File: src/rtl/rtc_pkg.sv
// rtc_pkg: shared calendar limits, display format encodings and month-length helpers.
package rtc_pkg;
    localparam logic [4:0] HOUR_MAX = 5'd23;
    localparam logic [5:0] MIN_MAX  = 6'd59;
    localparam logic [5:0] SEC_MAX  = 6'd59;
    localparam logic [6:0] YEAR_MAX = 7'd99;
    localparam logic       FMT_24   = 1'b0;
    localparam logic       FMT_12   = 1'b1;

    // Years are 20YY within 2000..2099, so every fourth year is a leap year.
    function automatic logic is_leap(input logic [6:0] year);
        return year[1:0] == 2'b00;
    endfunction

    function automatic logic [4:0] mlen(input logic [3:0] month, input logic [6:0] year);
        return (month == 4'd2) ? (is_leap(year) ? 5'd29 : 5'd28) :
               (month == 4'd4 || month == 4'd6 || month == 4'd9 || month == 4'd11) ? 5'd30 : 5'd31;
    endfunction
endpackage

File: src/rtl/bin2bcd2.sv
// bin2bcd2: converts a binary value 0..99 into tens and ones BCD digits.
module bin2bcd2 (
    input  logic [6:0] i_bin,
    output logic [3:0] o_tens,
    output logic [3:0] o_ones
);
    assign o_tens = 4'(i_bin / 7'd10);
    assign o_ones = 4'(i_bin % 7'd10);
endmodule

File: src/rtl/rtc_calendar_core.sv
// rtc_calendar_core: one-second prescaler, time of day and calendar with validated loads,
// rollover pulses and registered BCD digits in 12/24 h display format.
module rtc_calendar_core
    import rtc_pkg::*;
#(
    parameter int TICKS_PER_SEC = 100,
    parameter int CNT_W         = 7,
    parameter int RST_YEAR      = 16,
    parameter int RST_MONTH     = 11,
    parameter int RST_DAY       = 1
) (
    input  logic       CLK,
    input  logic       RESETN,
    input  logic       RUN,
    input  logic       TIME_FORMAT,
    input  logic       SET_TIME,
    input  logic       SET_DATE,
    input  logic [4:0] SET_HOUR,
    input  logic [5:0] SET_MIN,
    input  logic [5:0] SET_SEC,
    input  logic [6:0] SET_YEAR,
    input  logic [3:0] SET_MONTH,
    input  logic [4:0] SET_DAY,
    output logic [3:0] H10,
    output logic [3:0] H1,
    output logic [3:0] M10,
    output logic [3:0] M1,
    output logic [3:0] S10,
    output logic [3:0] S1,
    output logic [3:0] Y10,
    output logic [3:0] Y1,
    output logic [3:0] MT10,
    output logic [3:0] MT1,
    output logic [3:0] D10,
    output logic [3:0] D1,
    output logic       PM,
    output logic       SEC_TICK,
    output logic       DAY_ROLL,
    output logic       SET_ERR
);
    logic [CNT_W-1:0] r_presc;
    logic [5:0]       r_sec, r_min;
    logic [4:0]       r_hour, r_day;
    logic [3:0]       r_month;
    logic [6:0]       r_year;
    logic             r_sec_tick, r_day_roll, r_set_err, r_pm;
    logic [47:0]      r_digits;

    logic        w_tick, w_sec_wrap, w_min_wrap, w_hour_wrap, w_day_carry, w_month_end;
    logic        w_time_ok, w_date_ok, w_time_ld, w_date_ld;
    logic [4:0]  w_hour_disp;
    logic [47:0] w_bcd;

    assign w_tick      = RUN && (r_presc == CNT_W'(TICKS_PER_SEC - 1));
    assign w_sec_wrap  = r_sec == SEC_MAX;
    assign w_min_wrap  = w_sec_wrap && (r_min == MIN_MAX);
    assign w_hour_wrap = w_min_wrap && (r_hour == HOUR_MAX);
    assign w_day_carry = w_tick && w_hour_wrap;
    assign w_month_end = r_day == mlen(r_month, r_year);

    assign w_time_ok = (SET_HOUR <= HOUR_MAX) && (SET_MIN <= MIN_MAX) && (SET_SEC <= SEC_MAX);
    assign w_date_ok = (SET_MONTH >= 4'd1) && (SET_MONTH <= 4'd12) && (SET_DAY >= 5'd1) &&
                       (SET_DAY <= mlen(SET_MONTH, SET_YEAR)) && (SET_YEAR <= YEAR_MAX);
    assign w_time_ld = SET_TIME && w_time_ok;
    assign w_date_ld = SET_DATE && w_date_ok;

    // Hour stays 24 h internally; only the displayed value is remapped.
    assign w_hour_disp = (TIME_FORMAT == FMT_24) ? r_hour :
                         (r_hour == 5'd0) ? 5'd12 :
                         (r_hour > 5'd12) ? r_hour - 5'd12 : r_hour;

    bin2bcd2 u_hour  (.i_bin({2'b00, w_hour_disp}), .o_tens(w_bcd[47:44]), .o_ones(w_bcd[43:40]));
    bin2bcd2 u_min   (.i_bin({1'b0, r_min}),        .o_tens(w_bcd[39:36]), .o_ones(w_bcd[35:32]));
    bin2bcd2 u_sec   (.i_bin({1'b0, r_sec}),        .o_tens(w_bcd[31:28]), .o_ones(w_bcd[27:24]));
    bin2bcd2 u_year  (.i_bin(r_year),               .o_tens(w_bcd[23:20]), .o_ones(w_bcd[19:16]));
    bin2bcd2 u_month (.i_bin({3'b000, r_month}),    .o_tens(w_bcd[15:12]), .o_ones(w_bcd[11:8]));
    bin2bcd2 u_day   (.i_bin({2'b00, r_day}),       .o_tens(w_bcd[7:4]),   .o_ones(w_bcd[3:0]));

    always_ff @(posedge CLK) begin
        if (!RESETN) begin
            r_presc    <= '0;
            r_sec      <= '0;
            r_min      <= '0;
            r_hour     <= '0;
            r_year     <= 7'(RST_YEAR);
            r_month    <= 4'(RST_MONTH);
            r_day      <= 5'(RST_DAY);
            r_sec_tick <= 1'b0;
            r_day_roll <= 1'b0;
            r_set_err  <= 1'b0;
        end else begin
            r_sec_tick <= w_tick;
            r_set_err  <= (SET_TIME && !w_time_ok) || (SET_DATE && !w_date_ok);
            r_day_roll <= w_day_carry && !w_time_ld && !w_date_ld;
            if (w_time_ld) begin
                r_hour  <= SET_HOUR;
                r_min   <= SET_MIN;
                r_sec   <= SET_SEC;
                r_presc <= '0;
            end else if (RUN) begin
                r_presc <= w_tick ? '0 : r_presc + 1'b1;
                if (w_tick) begin
                    r_sec <= w_sec_wrap ? 6'd0 : r_sec + 6'd1;
                    if (w_sec_wrap) r_min <= (r_min == MIN_MAX) ? 6'd0 : r_min + 6'd1;
                    if (w_min_wrap) r_hour <= (r_hour == HOUR_MAX) ? 5'd0 : r_hour + 5'd1;
                end
            end
            // A valid date load overrides the midnight advance on the same edge.
            if (w_date_ld) begin
                r_year  <= SET_YEAR;
                r_month <= SET_MONTH;
                r_day   <= SET_DAY;
            end else if (w_day_carry && !w_time_ld) begin
                r_day <= w_month_end ? 5'd1 : r_day + 5'd1;
                if (w_month_end) r_month <= (r_month == 4'd12) ? 4'd1 : r_month + 4'd1;
                if (w_month_end && r_month == 4'd12) r_year <= (r_year == YEAR_MAX) ? 7'd0 : r_year + 7'd1;
            end
        end
    end

    always_ff @(posedge CLK) begin
        r_digits <= w_bcd;
        r_pm     <= r_hour >= 5'd12;
    end

    assign {H10, H1, M10, M1, S10, S1, Y10, Y1, MT10, MT1, D10, D1} = r_digits;
    assign PM       = r_pm;
    assign SEC_TICK = r_sec_tick;
    assign DAY_ROLL = r_day_roll;
    assign SET_ERR  = r_set_err;
endmodule

File: config.mk
export PLATFORM = sky130hd
export DESIGN_NAME = rtc_calendar_core
export DESIGN_NICKNAME = d
export VERILOG_FILES = /design/src/rtl/rtc_pkg.sv /design/src/rtl/bin2bcd2.sv /design/src/rtl/rtc_calendar_core.sv
export SDC_FILE = /design/constraint.sdc
export NUM_CORES = 1
export LEC_CHECK = 0
export ABC_AREA = 1
export CORE_ASPECT_RATIO = 0.7
export CORE_MARGIN = 2
export CORE_UTILIZATION = 33
export CTS_BUF_LIST = sky130_fd_sc_hd__clkbuf_8
export CTS_CLUSTER_SIZE = 24
export DETAILED_ROUTE_END_ITERATION = 8
export GPL_ROUTABILITY_DRIVEN = 0
export PLACE_DENSITY = 0.62
export RECOVER_POWER = 50
export SLEW_MARGIN = 5
export SYNTH_ARGS = -nofsm -noshare
export SYNTH_HDL_FRONTEND = slang
export SYNTH_SLANG_ARGS = --single-unit
File: constraint.sdc
create_clock -name CLK -period 5.6 [get_ports CLK]
set_input_delay 1.12 -clock CLK [delete_from_list [all_inputs] [get_ports CLK]]
set_output_delay 1.12 -clock CLK [all_outputs]
set_load 0.05 [all_outputs]
== Yosys cells after proc, flatten, opt, wreduce, memory -nomap -nowiden ==
Index checks and enable logic that the tools add are counted.

* Bits in registers: 92
* Input port bits: 39
* Logic and storage cells: 139

* Add/sub/neg operators: 8
* Div/mod/pow operators: 12
* Magnitude comparators: 10
* Eq/ne operators: 17
* Multiplexer cells: 35
* Bitwise operators: 1
* Reductions and logical operators: 44

{| class="wikitable"
|+ Operators by type and width
! kind !! number
|-
| $mux 5 || 11
|-
| $mux 6 || 9
|-
| $mux 7 || 5
|-
| $eq 4x4->1 const B || 5
|-
| $logic_and 1x1->1 || 17
|-
| $eq 4x3->1 const B || 4
|-
| $mux 4 || 4
|-
| $add 7x1->7 const B || 2
|-
| $div 5x4->7 const B || 2
|-
| $div 6x4->7 const B || 2
|-
| $eq 7x7->1 const B || 2
|-
| $mod 5x4->7 const B || 2
|-
| $mod 6x4->7 const B || 2
|-
| $reduce_bool 2->1 || 7
|-
| $add 6x1->6 const B || 2
|-
| $eq 6x6->1 const B || 2
|-
| $le 6x6->1 const B || 2
|-
| $add 5x1->5 const B || 2
|-
| $eq 4x2->1 const B || 2
|-
| $div 4x4->7 const B || 1
|-
| $div 7x4->7 const B || 1
|-
| $le 7x7->1 const B || 1
|-
| $logic_or 1x1->1 || 7
|-
| $mod 4x4->7 const B || 1
|-
| 21 further kinds || 32
|}

== Logic depth before layout (Yosys ltp) ==
* Depth in word-level cells: 12
* Gate-level depth with buffers: 23
* Gate-level depth less buffers: 23

== Hierarchy ==
Synthesis repeated with hierarchy kept, for this count alone.

* Cell total of the unflattened synthesis: 923
* Area total of the unflattened synthesis: 6269.8 µm²

{| class="wikitable"
|+ Modules (own cells, without submodules)
! module !! instances !! cells an instance !! area each (µm²) !! sequential area each (µm²)
|-
| rtc_calendar_core || 1 || 545 || 4152.7 || 1841.8
|-
| bin2bcd2 || 6 || 63 || 352.8 || 0.0
|}

== Worst setup path before layout ==
OpenSTA, ideal clock, no wires.

* Path type: in2reg
* Start: in SET_MONTH[3]
* End: reg r_year[6]
* Library setup time: 0.115 ns
* Arrival time: 2.837 ns
* Data required time: 5.485 ns
* Setup slack: 2.648 ns
* Cell stages on the path: 13
* Cells stage by stage: inv_1 > nand2_1 > nor3_1 > o21ai_0 > and3_1 > ha_1 > a21oi_1 > o21ai_1 > nand4_4 > nand2_1 > nand2_4 > o21ai_1 > nor2_1

* Longest elaborated chain between the ends: 12
* Elaborated cells on any way between the ends: 22
* Classes of those cells: order compare (3); eq/ne (5); mux (3); reduce/logical (11)

{| class="wikitable"
|+ RTL lines
! what !! line !! source
|-
| start, declared || rtc_calendar_core.sv:22 || <nowiki>input logic [3:0] SET_MONTH,</nowiki>
|-
| $eq 4x3->1 || rtc_pkg.sv:17 || <nowiki>(month == 4'd4 || month == 4'd6 || month == 4'd9 || month == 4'd11) ? 5'd30 : 5'd31;</nowiki>
|-
| $logic_or 1x1->1 (3 in series) || rtc_pkg.sv:17 ||
|-
| $mux 1 || rtc_pkg.sv:17 ||
|-
| $mux 2 || rtc_pkg.sv:16 || <nowiki>return (month == 4'd2) ? (is_leap(year) ? 5'd29 : 5'd28) :</nowiki>
|-
| $le 5x5->1 || rtc_calendar_core.sv:63 || <nowiki>(SET_DAY <= mlen(SET_MONTH, SET_YEAR)) && (SET_YEAR <= YEAR_MAX);</nowiki>
|-
| $logic_and 1x1->1 * || rtc_calendar_core.sv:62 || <nowiki>assign w_date_ok = (SET_MONTH >= 4'd1) && (SET_MONTH <= 4'd12) && (SET_DAY >= 5'd1) &&</nowiki>
|-
| $logic_and 1x1->1 * || rtc_calendar_core.sv:63 ||
|-
| $logic_and 1x1->1 * || rtc_calendar_core.sv:65 || <nowiki>assign w_date_ld = SET_DATE && w_date_ok;</nowiki>
|-
| $reduce_bool 2->1 (no line) || -- ||
|-
| $reduce_and 2->1 (no line) || -- ||
|-
| end signal, assigned || rtc_calendar_core.sv:85 || <nowiki>r_year <= 7'(RST_YEAR);</nowiki>
|-
| end signal, assigned || rtc_calendar_core.sv:116 || <nowiki>if (w_month_end && r_month == 4'd12) r_year <= (r_year == YEAR_MAX) ? 7'd0 : r_year + 7'd1;</nowiki>
|-
| end, declared || rtc_calendar_core.sv:45 || <nowiki>logic [6:0] r_year;</nowiki>
|}

Every way passes the cells marked *; elsewhere a longest branch is shown, timed or not.
A chain may end at the register's enable or synchronous reset.

== Final worst setup path ==
* Start: in SET_MONTH[3]
* End: reg r_year[2]

The elaborated chain is that of the path after synthesis.

==> metrics.txt <==
# TYPE chip_impl_metric gauge
chip_impl_metric{name="fp.dieH",unit="um"} 108
chip_impl_metric{name="postCtsSetupBuffers",unit=""} 0
chip_impl_info{name="ys_dominant_reg_cell",value="sky130_fd_sc_hd__dfxtp_1"} 1
chip_impl_metric{name="synth_seq_cells",unit=""} 83
chip_impl_metric{name="vias_post_dr",unit=""} 4372
chip_impl_metric{name="arrival",unit="ns"} 3.80
chip_impl_metric{name="num_rows",unit=""} 37
chip_impl_metric{name="power_leakage",unit="nW"} 2.83
chip_impl_metric{name="drt_iter0_markers",unit=""} 224
chip_impl_metric{name="grt.overflow.total",unit=""} 0
chip_impl_info{name="synth_top_cells_by_area",value="sky130_fd_sc_hd__dfxtp_1 33%, sky130_fd_sc_hd__nand2_1 9.8%, sky130_fd_sc_hd__ha_1 9.1%"} 1
chip_impl_info{name="layout_common_cells",value="140 x sky130_fd_sc_hd__nand2_1, 91 x sky130_fd_sc_hd__inv_1, 83 x sky130_fd_sc_hd__dfxtp_1"} 1
chip_impl_metric{name="max-cap-violations",unit=""} 0
chip_impl_metric{name="initial_core_util",unit=""} 0.341
chip_impl_metric{name="die_width",unit="um"} 152
chip_impl_metric{name="synth_top_area_frac",unit=""} 0.328
chip_impl_metric{name="worst-endpoint-required",unit="ns"} 5.90
chip_impl_metric{name="antenna-diode-count",unit=""} 0
chip_impl_metric{name="grt_pass1_vias",unit=""} 4103
chip_impl_metric{name="fp.dieArea",unit="um2"} 16400
chip_impl_info{name="crit_type",value="in2reg"} 1
chip_impl_metric{name="post_cts_resized",unit=""} 0
chip_impl_metric{name="numCtsBuffers",unit=""} 9
chip_impl_metric{name="cellPowerDensity",unit="nW/um2"} 284
chip_impl_metric{name="placedInstanceArea",unit="um2"} 6040
chip_impl_metric{name="final_design_area_no_fill",unit="um2"} 6200
chip_impl_metric{name="growth_of_design_area_from_synthesis_to_finish",unit="%"} 22.3
chip_impl_metric{name="dpl.hpwl",unit="um"} 9100
chip_impl_metric{name="ir_drop",unit="mV"} 0.147
chip_impl_metric{name="netlist-cell-type-count",unit=""} 53
chip_impl_info{name="hold_path.class",value="reg2reg"} 1
chip_impl_metric{name="final-max-slew-violation-count",unit=""} 0
chip_impl_metric{name="synth_edf_count",unit=""} 0
chip_impl_metric{name="post_cts_hold_buffers",unit=""} 0
chip_impl_metric{name="synthesis.yosys.warnings",unit=""} 0
chip_impl_metric{name="buffer_ports.inserted",unit=""} 81
chip_impl_info{name="timing.critical_path.from_type",value="primary input"} 1
chip_impl_info{name="worstSetupEndpointType",value="register"} 1
chip_impl_metric{name="firstDrtPassIters",unit=""} 6
chip_impl_metric{name="worst_relative_slew_slack",unit=""} 0.198
chip_impl_metric{name="postRouteAntennaNets",unit=""} 0
chip_impl_info{name="yosys.area.top_type",value="sky130_fd_sc_hd__dfxtp_1"} 1
chip_impl_metric{name="worst-slew-pin-transition",unit="ns"} 1.20
chip_impl_metric{name="fmax",unit="GHz"} 0.286
chip_impl_metric{name="timing.clock.skew",unit="ns"} 0.00888
chip_impl_info{name="cts_tree",value="done"} 1
chip_impl_metric{name="grt_start_max_net_pins",unit=""} 26
chip_impl_metric{name="drc_errors",unit=""} 0
chip_impl_metric{name="via_per_inst",unit=""} 4.57
chip_impl_metric{name="postSynth.asyncResetShare",unit=""} 0
chip_impl_info{name="layout_commonest_cell",value="sky130_fd_sc_hd__nand2_1"} 1
chip_impl_metric{name="initial_antenna_violation_count",unit=""} 0
chip_impl_metric{name="io_pins",unit=""} 91
chip_impl_metric{name="crit_fanout",unit=""} 19
chip_impl_metric{name="clkSinkCount",unit=""} 83
chip_impl_metric{name="clock_path_buffers",unit=""} 2
chip_impl_metric{name="final_nets",unit=""} 833
chip_impl_metric{name="netlist_area",unit="um2"} 5070
chip_impl_metric{name="post_route_cells_drive_above_1_share",unit=""} 0.0801
chip_impl_metric{name="final_hold_viol_count",unit=""} 0
chip_impl_metric{name="clk_latency",unit="ns"} 0.36
chip_impl_metric{name="htree_levels",unit=""} 3
chip_impl_metric{name="wirelength",unit="um"} 11900
chip_impl_metric{name="clk_pin_slew_worst_paths",unit="ns"} 0.09
chip_impl_metric{name="floorplan.core_area",unit="um2"} 14900
chip_impl_metric{name="layout_worst_path_cycle_share",unit=""} 0.625
chip_impl_metric{name="grt_util_all_layers",unit=""} 0.153
chip_impl_metric{name="grt_first_pass_wirelength",unit="um"} 20300
chip_impl_metric{name="final.min_clock_period",unit="ns"} 3.50
chip_impl_metric{name="syn_area_per_cell",unit="um2"} 7.49
chip_impl_metric{name="sum_neg_setup_slack",unit="ns"} 0
chip_impl_metric{name="synthCells",unit=""} 677
chip_impl_info{name="unrepaired_setup_endpoints_after_global_routing",value="no"} 1
chip_impl_info{name="clock-root-buffer",value="sky130_fd_sc_hd__clkbuf_8"} 1
chip_impl_metric{name="final-setup-viol-count",unit=""} 0
chip_impl_metric{name="synth_sequential_area_ratio",unit=""} 0.328
chip_impl_info{name="outcome",value="complete, no violations"} 1
chip_impl_metric{name="wl_per_cell",unit="um"} 12.4
kinds of logic after synthesis:
logic type	count (synthesis)	synth area share
simple gates	288	0.290
buf+inv	125	0.103
compound gates	112	0.130
flops	83	0.328
fa+ha+maj	37	0.0913
xor+xnor	28	0.0513
mux	3	0.00592
other cells	1	0.000739
state kept, by name, summed over array words and instances, names as in the netlist:
signal,count
r_min,6
r_day,5
SET_ERR,1
r_hour,5
DAY_ROLL,1
r_month,4
r_digits,39
r_sec,6
SEC_TICK,1
PM,1
r_presc,7
r_year,7
through the flow:
stage,worst slack [ns],cells,utilization,power (mW),hold WS [ns]
4_1_cts,2.15,957,0.421,1.81,0.399
3_3_place_gp,1.89,941,0.406,1.29,0.381
2_1_floorplan,2.65,685,-,1.12,0.355
6_report,2.10,957,0.417,1.76,0.397
3_5_place_dp,1.75,941,0.406,1.29,0.384
5_1_grt,1.77,957,0.417,1.88,0.420
area by class of cell:
cell class	count	area, um2
clock buffers	10	138
clock inverters	6	87.6
multi-input cells	477	2860
fillers	1544	8660
repair buffers	82	815
well taps	195	244
inverters	104	393
flip-flops and latches	83	1660
synth_stat cells (2+ instances only):
library cell               number
sky130_fd_sc_hd__buf_2          6
sky130_fd_sc_hd__nand4_1       13
sky130_fd_sc_hd__clkbuf_1       3
sky130_fd_sc_hd__o21ai_0       39
sky130_fd_sc_hd__o21a_1         5
sky130_fd_sc_hd__o211ai_1       4
sky130_fd_sc_hd__mux2i_1        3
sky130_fd_sc_hd__a31oi_1        8
sky130_fd_sc_hd__o21ai_1       15
sky130_fd_sc_hd__nand3b_1       2
sky130_fd_sc_hd__o21ai_2        2
sky130_fd_sc_hd__nor2_1        38
sky130_fd_sc_hd__buf_4         11
sky130_fd_sc_hd__nand3_1       44
sky130_fd_sc_hd__nand2_1      132
sky130_fd_sc_hd__nor3_1        12
sky130_fd_sc_hd__inv_2         10
sky130_fd_sc_hd__nand3_2        8
sky130_fd_sc_hd__a21oi_1       24
sky130_fd_sc_hd__o22ai_1        5
sky130_fd_sc_hd__ha_1          37
sky130_fd_sc_hd__o21bai_1       2
sky130_fd_sc_hd__nor3b_1        3
sky130_fd_sc_hd__xor2_1        21
sky130_fd_sc_hd__xnor2_1        5
sky130_fd_sc_hd__dfxtp_1       83
sky130_fd_sc_hd__nor3_2         3
sky130_fd_sc_hd__nand2_2       17
sky130_fd_sc_hd__inv_1         90
sky130_fd_sc_hd__nand2_4        3
sky130_fd_sc_hd__nand4_4        4
sky130_fd_sc_hd__clkinv_1       3
sky130_fd_sc_hd__xor2_2         2
metal layers:
| layer | global-route usage | share of wire | up-vias |
|---|---|---|---|
| met5 | 0 | 0 | - |
| li1 | - | - | 2351 |
| met1 | 0.229 | 0.56 | 1943 |
| met2 | 0.216 | 0.39 | 71 |
| met3 | 0.0403 | 0.044 | 7 |
| met4 | 0.0347 | 0.0083 | 0 |
power breakdown:
part,internal (mW),switching (mW)
clock network,0.265,0.235
logic,0.187,0.386
registers,0.655,0.0361
total,1.11,0.657
worst max-delay path, stage by stage:
cell and delay (ns):
sky130_fd_sc_hd__clkdlybuf4s50_1 0.44, sky130_fd_sc_hd__inv_1 0.12, sky130_fd_sc_hd__nand2_1 0.08, sky130_fd_sc_hd__nor3_1 0.21, sky130_fd_sc_hd__o21ai_0 0.12, sky130_fd_sc_hd__and3_1 0.16
sky130_fd_sc_hd__ha_1 0.26, sky130_fd_sc_hd__a21oi_1 0.06, sky130_fd_sc_hd__o21ai_1 0.17, sky130_fd_sc_hd__nand4_4 0.33, sky130_fd_sc_hd__inv_2 0.30, sky130_fd_sc_hd__nand2_1 0.11
sky130_fd_sc_hd__o21ai_0 0.09, sky130_fd_sc_hd__o21ai_1 0.07, sky130_fd_sc_hd__nor2_1 0.14
final timing paths:
| path | end | slack (ns) | from | cells past startpoint |
|---|---|---|---|---|
| min reg2reg | r_digits[32] | 0.40 | r_min[0] | 0 |
| max reg2reg | r_digits[41] | 2.93 | r_hour[0] | 23 |
| min | r_digits[32] | 0.40 | r_min[0] | 0 |
| max | r_year[2] | 2.10 | SET_MONTH[3] | 15 |
Power figures use the tool's default switching activity.
